<file path="src/rtl/decode_stage_pkg.sv">
// RV32I decode definitions shared by the decode stage: widths, opcodes, immediate
// selector and the ID/EX register layout.
package rv32_pkg;

  localparam int XLEN = 32;
  localparam int RA_W = 5;

  localparam logic [6:0] OP_LUI    = 7'b0110111;
  localparam logic [6:0] OP_AUIPC  = 7'b0010111;
  localparam logic [6:0] OP_JAL    = 7'b1101111;
  localparam logic [6:0] OP_JALR   = 7'b1100111;
  localparam logic [6:0] OP_BRANCH = 7'b1100011;
  localparam logic [6:0] OP_LOAD   = 7'b0000011;
  localparam logic [6:0] OP_STORE  = 7'b0100011;
  localparam logic [6:0] OP_IMM    = 7'b0010011;
  localparam logic [6:0] OP_REG    = 7'b0110011;

  typedef enum logic [2:0] {IMM_I, IMM_S, IMM_B, IMM_U, IMM_J, IMM_NONE} imm_sel_e;

  typedef struct packed {
    logic            valid;
    logic [XLEN-1:0] pc;
    logic [XLEN-1:0] rs1_val;
    logic [XLEN-1:0] rs2_val;
    logic [XLEN-1:0] imm;
    logic [RA_W-1:0] rd;
    logic [6:0]      opcode;
    logic [2:0]      funct3;
    logic            funct7b5;
    logic            rd_we;
    logic            mem_rd;
    logic            mem_wr;
`ifdef DECODE_ILLEGAL_TRAP_EN
    logic            illegal;
`endif
  } id_ex_t;

endpackage

</file>
<file path="src/rtl/decode_stage_if.sv">
// Pipeline-side bundle of the decode stage; slave = decode_stage, master = surrounding pipeline.
// id_illegal exists only when DECODE_ILLEGAL_TRAP_EN is defined.
interface decode_stage_if;
  import rv32_pkg::*;

  logic            if_valid;
  logic [31:0]     if_instr;
  logic [XLEN-1:0] if_pc;
  logic            ex_flush;
  logic [RA_W-1:0] rf_rs1;
  logic [RA_W-1:0] rf_rs2;
  logic [XLEN-1:0] rf_op_a;
  logic [XLEN-1:0] rf_op_b;
  logic [RA_W-1:0] exmem_rd;
  logic            exmem_we;
  logic [XLEN-1:0] exmem_data;
  logic [RA_W-1:0] memwb_rd;
  logic            memwb_we;
  logic [XLEN-1:0] memwb_data;
  logic            stall;
  logic            id_valid;
  logic [XLEN-1:0] id_pc;
  logic [XLEN-1:0] id_rs1_val;
  logic [XLEN-1:0] id_rs2_val;
  logic [XLEN-1:0] id_imm;
  logic [RA_W-1:0] id_rd;
  logic [6:0]      id_opcode;
  logic [2:0]      id_funct3;
  logic            id_funct7b5;
  logic            id_rd_we;
  logic            id_mem_rd;
  logic            id_mem_wr;
`ifdef DECODE_ILLEGAL_TRAP_EN
  logic            id_illegal;
`endif

  modport slave (
    input  if_valid, if_instr, if_pc, ex_flush, rf_op_a, rf_op_b,
           exmem_rd, exmem_we, exmem_data, memwb_rd, memwb_we, memwb_data,
    output rf_rs1, rf_rs2, stall, id_valid, id_pc, id_rs1_val, id_rs2_val, id_imm,
           id_rd, id_opcode, id_funct3, id_funct7b5, id_rd_we, id_mem_rd, id_mem_wr
`ifdef DECODE_ILLEGAL_TRAP_EN
    , output id_illegal
`endif
  );

  modport master (
    output if_valid, if_instr, if_pc, ex_flush, rf_op_a, rf_op_b,
           exmem_rd, exmem_we, exmem_data, memwb_rd, memwb_we, memwb_data,
    input  rf_rs1, rf_rs2, stall, id_valid, id_pc, id_rs1_val, id_rs2_val, id_imm,
           id_rd, id_opcode, id_funct3, id_funct7b5, id_rd_we, id_mem_rd, id_mem_wr
`ifdef DECODE_ILLEGAL_TRAP_EN
    , input id_illegal
`endif
  );

endinterface

</file>
<file path="src/rtl/decode_stage_imm_gen.sv">
// RV32I immediate builder; purely combinational, sign-extended from instr[31].
module imm_gen
  import rv32_pkg::*;
(
  input  logic [31:7]     instr_i,
  input  imm_sel_e        sel_i,
  output logic [XLEN-1:0] imm_o
);

  always_comb begin
    imm_o = '0;
    case (sel_i)
      IMM_I:   imm_o = {{20{instr_i[31]}}, instr_i[31:20]};
      IMM_S:   imm_o = {{20{instr_i[31]}}, instr_i[31:25], instr_i[11:7]};
      IMM_B:   imm_o = {{19{instr_i[31]}}, instr_i[31], instr_i[7], instr_i[30:25], instr_i[11:8], 1'b0};
      IMM_U:   imm_o = {instr_i[31:12], 12'b0};
      IMM_J:   imm_o = {{11{instr_i[31]}}, instr_i[31], instr_i[19:12], instr_i[20], instr_i[30:21], 1'b0};
      default: imm_o = '0;
    endcase
  end

endmodule

</file>
<file path="src/rtl/decode_stage.sv">
// RV32I decode + ID/EX register with EX/MEM, MEM/WB forwarding and a 1-cycle load-use bubble.
// Optional DECODE_ILLEGAL_TRAP_EN adds a registered id_illegal flag.
module decode_stage
  import rv32_pkg::*;
(
  input  logic          clk,
  input  logic          rst,
  decode_stage_if.slave bus
);

  logic [31:0]     instr;
  logic [6:0]      opcode;
  logic [RA_W-1:0] rs1, rs2, rd;
  imm_sel_e        imm_sel;
  logic [XLEN-1:0] imm;
  logic            rd_we_raw, mem_rd, mem_wr, rs1_used, rs2_used, r_ok;
  logic [XLEN-1:0] op_a, op_b;
  logic            hazard;
  id_ex_t          id_d, id_q;

  assign instr  = bus.if_instr;
  assign opcode = instr[6:0];
  assign rs1    = instr[19:15];
  assign rs2    = instr[24:20];
  assign rd     = instr[11:7];
  assign r_ok   = (instr[31:25] == 7'h00) || (instr[31:25] == 7'h20);

  assign bus.rf_rs1 = rs1;
  assign bus.rf_rs2 = rs2;

  always_comb begin
    imm_sel   = IMM_NONE;
    rd_we_raw = 1'b0;
    mem_rd    = 1'b0;
    mem_wr    = 1'b0;
    rs2_used  = 1'b0;
    rs1_used  = !(opcode inside {OP_LUI, OP_AUIPC, OP_JAL});
    case (opcode)
      OP_LUI, OP_AUIPC: begin imm_sel = IMM_U; rd_we_raw = 1'b1; end
      OP_JAL:           begin imm_sel = IMM_J; rd_we_raw = 1'b1; end
      OP_JALR, OP_IMM:  begin imm_sel = IMM_I; rd_we_raw = 1'b1; end
      OP_LOAD:          begin imm_sel = IMM_I; rd_we_raw = 1'b1; mem_rd = 1'b1; end
      OP_STORE:         begin imm_sel = IMM_S; mem_wr = 1'b1; rs2_used = 1'b1; end
      OP_BRANCH:        begin imm_sel = IMM_B; rs2_used = 1'b1; end
      // An R-type with a reserved funct7 decodes as a NOP
      OP_REG:           begin rd_we_raw = r_ok; rs2_used = 1'b1; end
      default:          ;
    endcase
  end

  imm_gen u_imm_gen (
    .instr_i (instr[31:7]),
    .sel_i   (imm_sel),
    .imm_o   (imm)
  );

  // The register file does not bypass its own write port, so MEM/WB covers that case
  always_comb begin
    op_a = bus.rf_op_a;
    if (bus.exmem_we && bus.exmem_rd == rs1 && rs1 != '0)      op_a = bus.exmem_data;
    else if (bus.memwb_we && bus.memwb_rd == rs1 && rs1 != '0) op_a = bus.memwb_data;
    op_b = bus.rf_op_b;
    if (bus.exmem_we && bus.exmem_rd == rs2 && rs2 != '0)      op_b = bus.exmem_data;
    else if (bus.memwb_we && bus.memwb_rd == rs2 && rs2 != '0) op_b = bus.memwb_data;
  end

  assign hazard = bus.if_valid && id_q.valid && id_q.mem_rd && (id_q.rd != '0) &&
                  ((rs1_used && id_q.rd == rs1) || (rs2_used && id_q.rd == rs2));
  assign bus.stall = hazard && !bus.ex_flush;

  always_comb begin
    id_d = '0;
    if (bus.if_valid && !bus.ex_flush && !hazard) begin
      id_d.valid    = 1'b1;
      id_d.pc       = bus.if_pc;
      id_d.rs1_val  = op_a;
      id_d.rs2_val  = op_b;
      id_d.imm      = imm;
      id_d.rd       = rd;
      id_d.opcode   = opcode;
      id_d.funct3   = instr[14:12];
      id_d.funct7b5 = instr[30];
      id_d.rd_we    = rd_we_raw && (rd != '0);
      id_d.mem_rd   = mem_rd;
      id_d.mem_wr   = mem_wr;
`ifdef DECODE_ILLEGAL_TRAP_EN
      id_d.illegal  = !(opcode inside {OP_LUI, OP_AUIPC, OP_JAL, OP_JALR, OP_BRANCH,
                                       OP_LOAD, OP_STORE, OP_IMM, OP_REG}) ||
                      (opcode == OP_REG && !r_ok);
`endif
    end
  end

  always_ff @(posedge clk or negedge rst) begin
    if (!rst) id_q <= '0;
    else      id_q <= id_d;
  end

  assign bus.id_valid    = id_q.valid;
  assign bus.id_pc       = id_q.pc;
  assign bus.id_rs1_val  = id_q.rs1_val;
  assign bus.id_rs2_val  = id_q.rs2_val;
  assign bus.id_imm      = id_q.imm;
  assign bus.id_rd       = id_q.rd;
  assign bus.id_opcode   = id_q.opcode;
  assign bus.id_funct3   = id_q.funct3;
  assign bus.id_funct7b5 = id_q.funct7b5;
  assign bus.id_rd_we    = id_q.rd_we;
  assign bus.id_mem_rd   = id_q.mem_rd;
  assign bus.id_mem_wr   = id_q.mem_wr;
`ifdef DECODE_ILLEGAL_TRAP_EN
  assign bus.id_illegal  = id_q.illegal;
`endif

endmodule

</file>
<file path="src/flat_wrapper.sv">
// flat-port wrapper written by rule: the top's interface ports become plain ports
module decode_stage_flat import rv32_pkg::*;
  (clk, rst, bus_if_valid, bus_if_instr, bus_if_pc, bus_ex_flush, bus_rf_op_a, bus_rf_op_b, bus_exmem_rd, bus_exmem_we, bus_exmem_data, bus_memwb_rd, bus_memwb_we, bus_memwb_data, bus_rf_rs1, bus_rf_rs2, bus_stall, bus_id_valid, bus_id_pc, bus_id_rs1_val, bus_id_rs2_val, bus_id_imm, bus_id_rd, bus_id_opcode, bus_id_funct3, bus_id_funct7b5, bus_id_rd_we, bus_id_mem_rd, bus_id_mem_wr);
  decode_stage_if bus_i ();
  input  logic clk;
  input  logic rst;
  input wire logic [$bits(bus_i.if_valid)-1:0] bus_if_valid;
  input wire logic [$bits(bus_i.if_instr)-1:0] bus_if_instr;
  input wire logic [$bits(bus_i.if_pc)-1:0] bus_if_pc;
  input wire logic [$bits(bus_i.ex_flush)-1:0] bus_ex_flush;
  input wire logic [$bits(bus_i.rf_op_a)-1:0] bus_rf_op_a;
  input wire logic [$bits(bus_i.rf_op_b)-1:0] bus_rf_op_b;
  input wire logic [$bits(bus_i.exmem_rd)-1:0] bus_exmem_rd;
  input wire logic [$bits(bus_i.exmem_we)-1:0] bus_exmem_we;
  input wire logic [$bits(bus_i.exmem_data)-1:0] bus_exmem_data;
  input wire logic [$bits(bus_i.memwb_rd)-1:0] bus_memwb_rd;
  input wire logic [$bits(bus_i.memwb_we)-1:0] bus_memwb_we;
  input wire logic [$bits(bus_i.memwb_data)-1:0] bus_memwb_data;
  output wire logic [$bits(bus_i.rf_rs1)-1:0] bus_rf_rs1;
  output wire logic [$bits(bus_i.rf_rs2)-1:0] bus_rf_rs2;
  output wire logic [$bits(bus_i.stall)-1:0] bus_stall;
  output wire logic [$bits(bus_i.id_valid)-1:0] bus_id_valid;
  output wire logic [$bits(bus_i.id_pc)-1:0] bus_id_pc;
  output wire logic [$bits(bus_i.id_rs1_val)-1:0] bus_id_rs1_val;
  output wire logic [$bits(bus_i.id_rs2_val)-1:0] bus_id_rs2_val;
  output wire logic [$bits(bus_i.id_imm)-1:0] bus_id_imm;
  output wire logic [$bits(bus_i.id_rd)-1:0] bus_id_rd;
  output wire logic [$bits(bus_i.id_opcode)-1:0] bus_id_opcode;
  output wire logic [$bits(bus_i.id_funct3)-1:0] bus_id_funct3;
  output wire logic [$bits(bus_i.id_funct7b5)-1:0] bus_id_funct7b5;
  output wire logic [$bits(bus_i.id_rd_we)-1:0] bus_id_rd_we;
  output wire logic [$bits(bus_i.id_mem_rd)-1:0] bus_id_mem_rd;
  output wire logic [$bits(bus_i.id_mem_wr)-1:0] bus_id_mem_wr;
  assign bus_i.if_valid = bus_if_valid;
  assign bus_i.if_instr = bus_if_instr;
  assign bus_i.if_pc = bus_if_pc;
  assign bus_i.ex_flush = bus_ex_flush;
  assign bus_i.rf_op_a = bus_rf_op_a;
  assign bus_i.rf_op_b = bus_rf_op_b;
  assign bus_i.exmem_rd = bus_exmem_rd;
  assign bus_i.exmem_we = bus_exmem_we;
  assign bus_i.exmem_data = bus_exmem_data;
  assign bus_i.memwb_rd = bus_memwb_rd;
  assign bus_i.memwb_we = bus_memwb_we;
  assign bus_i.memwb_data = bus_memwb_data;
  assign bus_rf_rs1 = bus_i.rf_rs1;
  assign bus_rf_rs2 = bus_i.rf_rs2;
  assign bus_stall = bus_i.stall;
  assign bus_id_valid = bus_i.id_valid;
  assign bus_id_pc = bus_i.id_pc;
  assign bus_id_rs1_val = bus_i.id_rs1_val;
  assign bus_id_rs2_val = bus_i.id_rs2_val;
  assign bus_id_imm = bus_i.id_imm;
  assign bus_id_rd = bus_i.id_rd;
  assign bus_id_opcode = bus_i.id_opcode;
  assign bus_id_funct3 = bus_i.id_funct3;
  assign bus_id_funct7b5 = bus_i.id_funct7b5;
  assign bus_id_rd_we = bus_i.id_rd_we;
  assign bus_id_mem_rd = bus_i.id_mem_rd;
  assign bus_id_mem_wr = bus_i.id_mem_wr;
  decode_stage u_core (.clk(clk), .rst(rst), .bus(bus_i));
endmodule
</file>
<file path="config.mk">
export PLATFORM = sky130hd
export DESIGN_NAME = decode_stage_flat
export DESIGN_NICKNAME = d
export VERILOG_FILES = /design/src/rtl/decode_stage_pkg.sv /design/src/rtl/decode_stage_if.sv /design/src/rtl/decode_stage_imm_gen.sv /design/src/rtl/decode_stage.sv /design/src/flat_wrapper.sv
export SDC_FILE = /design/constraint.sdc
export NUM_CORES = 1
export LEC_CHECK = 0
export CAP_MARGIN = 10
export CORE_AREA = 2 2 143 145
export CTS_BUF_LIST = sky130_fd_sc_hd__clkbuf_2
export DETAILED_ROUTE_END_ITERATION = 12
export DIE_AREA = 0 0 145 147
export PLACE_DENSITY = 0.85
export SLEW_MARGIN = 20
export SYNTH_ARGS = -nofsm -noshare
export SYNTH_HDL_FRONTEND = slang
export SYNTH_SLANG_ARGS = --single-unit
</file>
<file path="constraint.sdc">
create_clock -name clk -period 3.4 [get_ports clk]
set_clock_uncertainty 0.2 [all_clocks]
set_input_delay 1.02 -clock clk [delete_from_list [all_inputs] [get_ports clk]]
set_output_delay 1.02 -clock clk [all_outputs]
set_load 0.02 [all_outputs]
</file>
==> results of run 1 <==
[kinds of logic (layout without fill, tap and decap cells)]
kind of cell	Yosys count	count (layout)	synth area share
AO/OA/AOI/OAI	106	106	0.169
XOR/XNOR	30	30	0.0373
buffers and inverters	68	468	0.0586
flip-flops	148	148	0.526
other	0	1	0
AND/OR/NAND/NOR	327	327	0.209
[sequential cells by signal (all words and copies together) (netlist names), 3 cells and up]
| signal | count |
|---|---|
| u_core.bus.id_funct3 | 3 |
| u_core.bus.id_pc | 32 |
| u_core.bus.id_rd | 5 |
| u_core.bus.id_opcode | 7 |
| u_core.bus.id_rs2_val | 32 |
| u_core.bus.id_imm | 32 |
| u_core.bus.id_rs1_val | 32 |
[synth_stat cells (8+ instances only)]
cell type / number
clkbuf_1: 19
a311oi_2: 57
or4_1: 8
nor2_1: 98
buf_2: 23
nand2_1: 139
buf_4: 12
xnor2_1: 18
xor2_1: 12
a21oi_1: 25
dfrtp_1: 148
buf_6: 11
and2_1: 51
[worst paths after layout]
check | end | cells after the start
setup / recovery | bus_stall | 6
hold / removal | u_core.bus.id_opcode[1]$_DFF_PN0_ | 3
setup reg to reg | u_core.bus.id_rs1_val[9]$_DFF_PN0_ | 9
hold reg to reg | u_core.bus.id_valid$_DFF_PN0_ | 6
max in group asynchronous | u_core.bus.id_rd[0]$_DFF_PN0_ | 3
min in group asynchronous | u_core.bus.id_rs1_val[19]$_DFF_PN0_ | 2
[through the flow]
step                hold slack (ps)  setup WS (ps)  instances  power [µW]  utilization
floorplan                       524          -13.5        679        2170            -
global placement                846          -1040       1313        2680        0.571
detailed placement              852          -1070       1313        2690        0.571
CTS                             418           -279       1347        3740        0.585
global route                    373           -316       1350        3880        0.588
finish                          451           -268       1350        3720        0.588
[placed cells by master (no fill, tap or decap), types with 14 or more instances in the layout]
cell	n
clkdlybuf4s50_1	344
nand2_1	139
buf_12	15
nor2_1	98
clkbuf_2	21
buf_4	50
a311oi_2	57
and2_1	51
dlygate4sd2_1	14
dfrtp_1	143
a21oi_1	24
[critical path, delay by kind of cell]
kind	cells	cell delay [ps]
buffers and inverters	2	470
and+or+nand+nor	2	650
xor gates and xnor gates	1	150
AOI/OAI and AO/OA	1	160
[power by group through the flow]
stage	Clock, µW	Combinational, µW	Sequential [µW]
final	1060	820	1840
after global routing	1160	872	1850
after CTS	1080	818	1840
after detailed placement	0	816	1870
after global placement	0	805	1870
after floorplan	0	218	1950
[final cells by class]
cell class / instances / area [µm²]
antenna: 1 / 2.50
clock buffer: 17 / 85.1
clock inverter: 15 / 163
fill: 1648 / 8170
inverter: 2 / 7.51
multi-input combinational: 463 / 3030
sequential: 148 / 3710
tap: 270 / 338
timing repair buffer: 434 / 4340
[repair_timing]
action / CTS / global route
cloned: 0 / 0
hold buffers: 1 / 0
hold endpoints to repair: 9 / 0
pin swaps: 7 / 9
setup buffers: 1 / 2
endpoints found under the setup margin: 11 / 1
gates resized for setup: 34 / 21
[routing by layer]
metal | vias up | track usage
li1 | 3076 | -
met1 | 3267 | 0.283
met2 | 344 | 0.417
met3 | 53 | 0.0587
met4 | 0 | 0.0931
met5 | - | 0
==> results.tsv, run 1 <==
stage	metric	value	unit
logic_synthesis	ys_warn_count	0	
worst_setup_path	cp-end-kind	primary output	
logic_synthesis	syn-num-nets	887	
cts	cts_buffer_depth	2	
worst_setup_path	reg2reg_setup_slack	800	ps
logic_synthesis	synth_area_leaders	dfrtp_1 (53%), a311oi_2 (12%), nand2_1 (7.4%)	
worst_setup_path	critPathMaxFanout	2	
cts	h-tree-depth	4	
grt	grt-ovfl-total	0	
grt	track_usage	0.238	
worst_setup_path	crit_type	input pin to primary output	
logic_synthesis	mappedNetlistArea	7040	µm²
power_and_ir_drop	pwr-share-comb	0.221	
worst_hold_path	hp-start	bus_if_instr[1]	
timing	fmaxAchievable	273	MHz
timing	hold_viol	0	
power_and_ir_drop	p_clk_frac	0.284	
route	vias	6740	
worst_setup_path	crit_chain	dlygate4sd2_1 -> xnor2_2 -> nand3_2 -> or4_4 -> a21oi_4 -> buf_6	
timing	setup_ws	-268	ps
place	hpwl	19.3	mm
logic_synthesis	syn_area_per_cell	10.4	µm²
cts	numCtsBuffers	17	
timing	period_share	1.08	
route	dr.pass1.iters	7	
logic_synthesis	async_flop_share	1.00	
route	viasPerCell	4.99	
grt	antenna_found_initial	1	
die	rows	52	
die	core-area	19800	µm²
grt	first_global_vias	6975	
route	wl_per_cell	18.8	µm
logic_synthesis	synth.distinct_cells	42	
timing	rsz0062_at_grt	true	
power_and_ir_drop	leakage	0.00501	µW
cells_and_area	final_area	11700	µm²
status	failed_checks	negative setup slack	
route	postRouteAntennaNets	0	
logic_synthesis	synth.ff_latch_count	148	
die	io_pins	367	
power_and_ir_drop	p_sw_frac	0.309	
cts	cts_tree	done	
die	die_x	145	µm
power_and_ir_drop	pwr-share-seq	0.496	
power_and_ir_drop	power_switching	1150	µW
grt	grt_max_degree	66	
place	dpl_cell_area	11300	µm²
cts	ctsRootBufferMaster	clkbuf_2	
logic_synthesis	synthCells	679	
cts	cts.sinks	148	
grt	grt_pass1_wl	39.3	mm
logic_synthesis	synthFlopType	dfrtp_1	
worst_setup_path	crit_path_start_kind	input pin	
route	met2_length	13.1	mm
logic_synthesis	netlist.area_leader.share	0.526	
timing	slew_headroom	0.585	
route	top_layer	met4	
cts	clk_latency	720	ps
power_and_ir_drop	ir_drop	0.171	mV
logic_synthesis	yosysSeqAreaShare	0.526	
logic_synthesis	synth_edf_count	0	
route	wl_met1	9.75	mm
die	dieArea	21300	µm²
worst_setup_path	worstPathArrival	2450	ps
cts	clk_pin_slew	250	ps
route	wl_met3	1.80	mm
worst_setup_path	reg2reg_from	u_core.bus.id_rd[1]$_DFF_PN0_	
timing	tns	-268	ps
timing	worstMarginPinSlew	623	ps
route	drt-initial-drc-count	399	
worst_hold_path	hold_path.class	input pin to flip-flop	
timing	slew_viol_final	0	
worst_setup_path	crit_slowest_cell	or4_4	
cells_and_area	drive_above_1_share	0.176	
power_and_ir_drop	power-per-cell-area	318	nW/µm²
die	die_y	147	µm
route	wl	25.4	mm
cells_and_area	area_growth	65.9	%
place	port_buffers	366	
die	start_util	0.355	
power_and_ir_drop	p_int	2570	µW
route	drc_errors	0	
status	status	complete, but fails checks	
logic_synthesis	synth_top_area_cell	dfrtp_1	
worst_setup_path	cp_slowest_stage_delay	560	ps
job	cap_violations	0	
cells_and_area	final_nets	1274	
timing	setup_violations	1	
worst_setup_path	worstSetupStartpoint	bus_if_instr[24]	
place	routabilityCongestion	0.924	
worst_setup_path	crit_required	2180	ps
timing	fin_crit	3670	ps
Power figures use the tool's default switching activity.
==> run 2, diff against run 1 <==
--- a/config.mk
+++ b/config.mk
@@ -11,6 +11,7 @@
 export DETAILED_ROUTE_END_ITERATION = 12
 export DIE_AREA = 0 0 145 147
 export PLACE_DENSITY = 0.85
+export SETUP_SLACK_MARGIN = 0.3
 export SLEW_MARGIN = 20
 export SYNTH_ARGS = -nofsm -noshare
 export SYNTH_HDL_FRONTEND = slang
==> results.tsv, run 2 (same netlist as run 1, synthesis figures left out) <==
stage	metric	value	unit	change
worst_setup_path	critPathMaxFanout	2		unchanged
die	dieArea	21300	µm²	unchanged
grt	track_usage	0.238		about the same
worst_hold_path	hold_path.class	input pin to flip-flop		
worst_setup_path	crit_path_start_kind	input pin		
power_and_ir_drop	pwr-share-comb	0.219		-0.002
job	cap_violations	0		unchanged
route	vias	6799		+0.88%
place	dp.cells	1313		unchanged
power_and_ir_drop	pwr-share-seq	0.496		about the same
cts	clk_pin_slew	260	ps	about the same
timing	slew_headroom	0.585		about the same
cells_and_area	layout_common_cells	clkdlybuf4s50_1 (329), dfrtp_1 (144), nand2_1 (139), nor2_1 (98), a311oi_2 (57)		
cells_and_area	area_growth	65.6	%	
power_and_ir_drop	leakage	0.00507	µW	+1.2%
cells_and_area	final_common_cell	clkdlybuf4s50_1		
route	wl	25.4	mm	-0.22%
power_and_ir_drop	power_switching	1150	µW	about the same
route	viasPerCell	5.04		+0.88%
grt	grt-ovfl-total	0		unchanged
timing	hold_viol	0		unchanged
timing	setup_violations	1		unchanged
cells_and_area	drive_above_1_share	0.175		-0.000927
cells_and_area	final_nets	1274		unchanged
place	hpwl	19.3	mm	unchanged
cts	clk_latency	720	ps	about the same
timing	slew_viol_final	0		unchanged
timing	fmaxAchievable	272	MHz	about the same
die	rows	52		unchanged
route	drt-initial-drc-count	453		+14%
power_and_ir_drop	p_int	2560	µW	-0.22%
power_and_ir_drop	p_clk_frac	0.285		about the same
grt	first_global_vias	6979		+0.057%
route	dr.pass1.iters	6		-1
cells_and_area	finalNonFillerCells	1350		unchanged
place	post-place-ws	-1070	ps	unchanged
place	routabilityCongestion	0.924		unchanged
timing	rsz0062_at_grt	true		
power_and_ir_drop	power-per-cell-area	319	nW/µm²	about the same
route	postRouteAntennaNets	0		unchanged
cts	ctsRootBufferMaster	clkbuf_2		
die	die_y	147	µm	unchanged
route	drc_errors	0		unchanged
timing	worstMarginPinSlew	623	ps	+0.119 ps
place	port_buffers	366		unchanged
grt	antenna_found_initial	1		unchanged
power_and_ir_drop	p_sw_frac	0.310		+0.000581
route	wl_per_cell	18.8	µm	-0.22%
timing	setup_ws	-272	ps	-3.25 ps
grt	grt_max_degree	66		unchanged
worst_setup_path	crit_type	input pin to primary output		
die	start_util	0.355		unchanged
grt	grt_pass1_wl	39.3	mm	about the same
cts	h-tree-depth	4		unchanged
power_and_ir_drop	ir_drop	0.175	mV	+2.6%
cts	cts.sinks	148		unchanged
timing	fin_crit	3670	ps	+3.25 ps
die	core-area	19800	µm²	unchanged
die	io_pins	367		unchanged
cts	cts_buffer_depth	2		unchanged
status	failed_checks	negative setup slack		
cts	cts_tree	done		
status	status	complete, but fails checks		
worst_setup_path	worstPathArrival	2450	ps	about the same
timing	period_share	1.08		about the same
worst_setup_path	crit_required	2180	ps	about the same
cts	numCtsBuffers	17		unchanged
die	die_x	145	µm	unchanged
worst_setup_path	cp-end-kind	primary output		
run 2: cell count changes in the layout (fill, tap and decap cells not counted), sizes merged:
cell | previous run | this run
dlygate4sd2 | 14 | 24
clkdlybuf4s50 | 344 | 329
clkdlybuf4s15 | 1 | 4
dlymetal6s2s | 1 | 3
run 2: cell type report:
class	count	area (µm²)
antenna	1	2.50
clock buffer	17	85.1
clock inverter	15	163
fill	1656	8190
inverter	2	7.51
multi-input combinational	463	3030
sequential	148	3710
tap	270	338
timing repair buffer	434	4330
run 2: path summary, 6_finish.rpt:
path,depth (start not counted),slack (ps),start,end
hold / removal,3,470,bus_if_instr[3],u_core.bus.id_opcode[3]$_DFF_PN0_
setup reg to reg,9,790,u_core.bus.id_rd[1]$_DFF_PN0_,u_core.bus.id_rs1_val[9]$_DFF_PN0_
max in group asynchronous,3,1510,rst,u_core.bus.id_rd[0]$_DFF_PN0_
hold reg to reg,6,1030,u_core.bus.id_valid$_DFF_PN0_,u_core.bus.id_valid$_DFF_PN0_
min in group asynchronous,2,560,rst,u_core.bus.id_rs1_val[19]$_DFF_PN0_
setup / recovery,6,-270,bus_if_instr[1],bus_stall
run 2: worst max-delay path, cell delays in order:
cell and delay (ps):
clkdlybuf4s15_1 190, and4bb_2 300, nand3_2 90, or4_4 560, a21oi_4 160, buf_6 140
run 2: layer usage:
| layer | up-vias | routed length [µm] | GRT usage |
|---|---|---|---|
| met2 | 377 | 13100 | 0.418 |
| met1 | 3288 | 9570 | 0.283 |
| met3 | 58 | 1860 | 0.0587 |
| met5 | - | 0 | 0 |
| li1 | 3076 | - | - |
| met4 | 0 | 818 | 0.0931 |
run 2: repair_timing:
| item | in CTS | in global routing |
|---|---|---|
| hold buffers | 1 | 0 |
| endpoints found under the hold margin | 9 | 0 |
| pin swaps | 7 | 10 |
| endpoints found under the setup margin | 16 | 5 |
| resized for setup | 50 | 21 |
| setup buffers | 1 | 2 |
run 2: metrics by stage:
stage | power (µW) | TNS [ps] | area (µm²) | utilization | hold WS [ps]
global placement | 2680 | -10490 | 11300 | 0.571 | 846
CTS | 3740 | -277 | 11600 | 0.584 | 418
global route | 3870 | -315 | 11700 | 0.588 | 403
floorplan | 2170 | -13.5 | 7070 | - | 524
finish | 3710 | -272 | 11700 | 0.588 | 467
detailed placement | 2690 | -14450 | 11300 | 0.571 | 852
run 2: power by group through the flow:
stage	combinational, µW	clock [µW]	sequential (µW)
finish	814	1060	1840
global route	866	1160	1850
CTS	813	1080	1840
detailed placement	816	0	1870
global placement	805	0	1870
floorplan	218	0	1950
==> run 3, diff against run 2 <==
--- a/config.mk
+++ b/config.mk
@@ -10,9 +10,10 @@
 export CTS_BUF_LIST = sky130_fd_sc_hd__clkbuf_2
 export DETAILED_ROUTE_END_ITERATION = 12
 export DIE_AREA = 0 0 145 147
+export GPL_TIMING_DRIVEN = 0
+export HOLD_SLACK_MARGIN = 0.1
 export PLACE_DENSITY = 0.85
 export SETUP_SLACK_MARGIN = 0.3
-export SLEW_MARGIN = 20
 export SYNTH_ARGS = -nofsm -noshare
 export SYNTH_HDL_FRONTEND = slang
 export SYNTH_SLANG_ARGS = --single-unit
==> results.tsv, run 3 (same netlist as run 1, synthesis figures left out) <==
stage	metric	value	unit	change
power_and_ir_drop	leakage	0.00520	µW	+2.6%
worst_setup_path	crit_slowest_cell	or4_4		
cells_and_area	final_nets	1278		+0.31%
worst_setup_path	critPathMaxFanout	8		+6
grt	grt-ovfl-total	0		unchanged
worst_setup_path	crit_required	2180	ps	about the same
grt	first_global_vias	7018		+0.56%
cts	clk_latency	740	ps	+20 ps
place	hpwl	20.1	mm	+4.3%
grt	grt_max_degree	92		+39%
worst_setup_path	crit_type	input pin to primary output		
grt	antenna_found_initial	2		+1
job	cap_violations	0		unchanged
cells_and_area	layout_common_cells	clkdlybuf4s50_1 (318), dfrtp_1 (148), nand2_1 (139), nor2_1 (98), a311oi_2 (57)		
cts	cts_buffer_depth	2		unchanged
die	die_x	145	µm	unchanged
cells_and_area	final_core_util	0.579		-0.00839
place	port_buffers	359		-1.9%
grt	grtUsageMet1	0.293		+0.00965
route	vias	6787		-0.18%
power_and_ir_drop	power-per-cell-area	332	nW/µm²	+4.1%
die	io_pins	367		unchanged
grt	grt_pass1_wl	39.7	mm	+0.98%
route	wl_per_cell	19.3	µm	+2.8%
cts	cts_tree	done		
power_and_ir_drop	ir_drop	0.179	mV	+2.5%
grt	grt_util_met3	0.0590		+0.000311
route	postRouteAntennaNets	0		unchanged
cts	h-tree-depth	4		unchanged
die	rows	52		unchanged
timing	tns	-406	ps	-134 ps
grt	global_route.usage.met2	0.422		+0.00452
grt	grt-busiest-layer	met2		
route	drc_errors	0		unchanged
grt	track_usage	0.241		+0.00268
status	failed_checks	negative setup slack		
timing	rsz0062_at_grt	true		
timing	hold_viol	0		unchanged
timing	setup_violations	1		unchanged
timing	fin_crit	3810	ps	+134 ps
die	die_y	147	µm	unchanged
worst_setup_path	crit_chain	clkdlybuf4s15_2 -> and4bb_2 -> nand3_1 -> or4_4 -> a21oi_4 -> buf_6		
timing	worstMarginPinSlew	764	ps	+141 ps
worst_hold_path	hold_path.class	input pin to flip-flop		
cells_and_area	final_common_cell	clkdlybuf4s50_1		
route	viasPerCell	5.01		-0.54%
cts	clk_pin_slew	260	ps	about the same
timing	setup_ws	-406	ps	-134 ps
timing	slew_headroom	0.491		-0.0937
worst_setup_path	cp-end-kind	primary output		
worst_setup_path	crit_path_start_kind	input pin		
worst_setup_path	cp_slowest_stage_delay	570	ps	about the same
die	start_util	0.355		unchanged
cts	cts.sinks	148		unchanged
route	dr.pass1.iters	6		unchanged
cts	numCtsBuffers	17		unchanged
place	routabilityCongestion	0.904		-2.1%
worst_setup_path	worstPathArrival	2590	ps	+140 ps
cells_and_area	area_growth	63.2	%	
status	status	complete, but fails checks		
route	wl	26.2	mm	+3.2%
timing	slew_viol_final	0		unchanged
timing	period_share	1.12		+0.0395
route	drt-initial-drc-count	428		-5.5%
cts	ctsRootBufferMaster	clkbuf_2		
die	dieArea	21300	µm²	unchanged
cells_and_area	drive_above_1_share	0.161		-0.0145
die	core-area	19800	µm²	unchanged
timing	fmaxAchievable	263	MHz	-3.5%
## run 3: final timing paths
check	slack (ps)	cells past startpoint	from	end
max in group asynchronous	1560	3	rst	u_core.bus.id_opcode[2]$_DFF_PN0_
setup reg to reg	710	9	u_core.bus.id_rd[0]$_DFF_PN0_	u_core.bus.id_rs2_val[30]$_DFF_PN0_
min in group asynchronous	610	2	rst	u_core.bus.id_rs2_val[16]$_DFF_PN0_
hold reg to reg	1040	6	u_core.bus.id_valid$_DFF_PN0_	u_core.bus.id_imm[1]$_DFF_PN0_
hold / removal	220	2	bus_if_instr[4]	u_core.bus.id_mem_rd$_DFF_PN0_
setup / recovery	-410	6	bus_if_instr[2]	bus_stall
## run 3: where the power goes
group | internal (µW) | leakage [µW] | switching, µW
Combinational | 426 | 0.00303 | 372
Clock | 442 | 0.000165 | 732
Sequential | 1820 | 0.00201 | 19.6
## run 3: critical path, delay by kind of cell
kind	cells	cell delay, ps
simple gates	3	990
compound gates	1	180
buf+inv	2	390
## run 3: through the flow
stage	area [µm²]	hold WS (ps)	power, µW	setup WS, ps	cells
finish	11500	225	3810	-406	1355
detailed placement	11000	830	2660	-1260	1309
global placement	11000	920	2650	-4780	1308
CTS	11400	119	3840	-333	1350
floorplan	7070	524	2170	-13.5	679
global route	11500	112	3960	-445	1355
## run 3: layer usage
layer | vias up | wire, µm
met5 | - | 0
met2 | 357 | 13300
met1 | 3288 | 10300
li1 | 3089 | -
met3 | 53 | 1860
met4 | 0 | 742
## run 3: area by class of cell
cell class	instances	area (µm²)
antenna	2	5.00
timing repair buffer	372	3750
clock inverter	14	190
clock buffer	18	90.1
multi-input combinational	463	2970
fill	1673	8350
tap	270	338
sequential	148	3700
inverter	2	7.51
buffer	66	438
## run 3: timing repair
| action | in CTS | in global routing |
|---|---|---|
| buffers inserted | 8 | 3 |
| resized for setup | 47 | 24 |
| endpoints found under the setup margin | 31 | 19 |
| hold endpoints to repair | 57 | 0 |
| hold buffers | 1 | 0 |
| pin swaps | 7 | 5 |
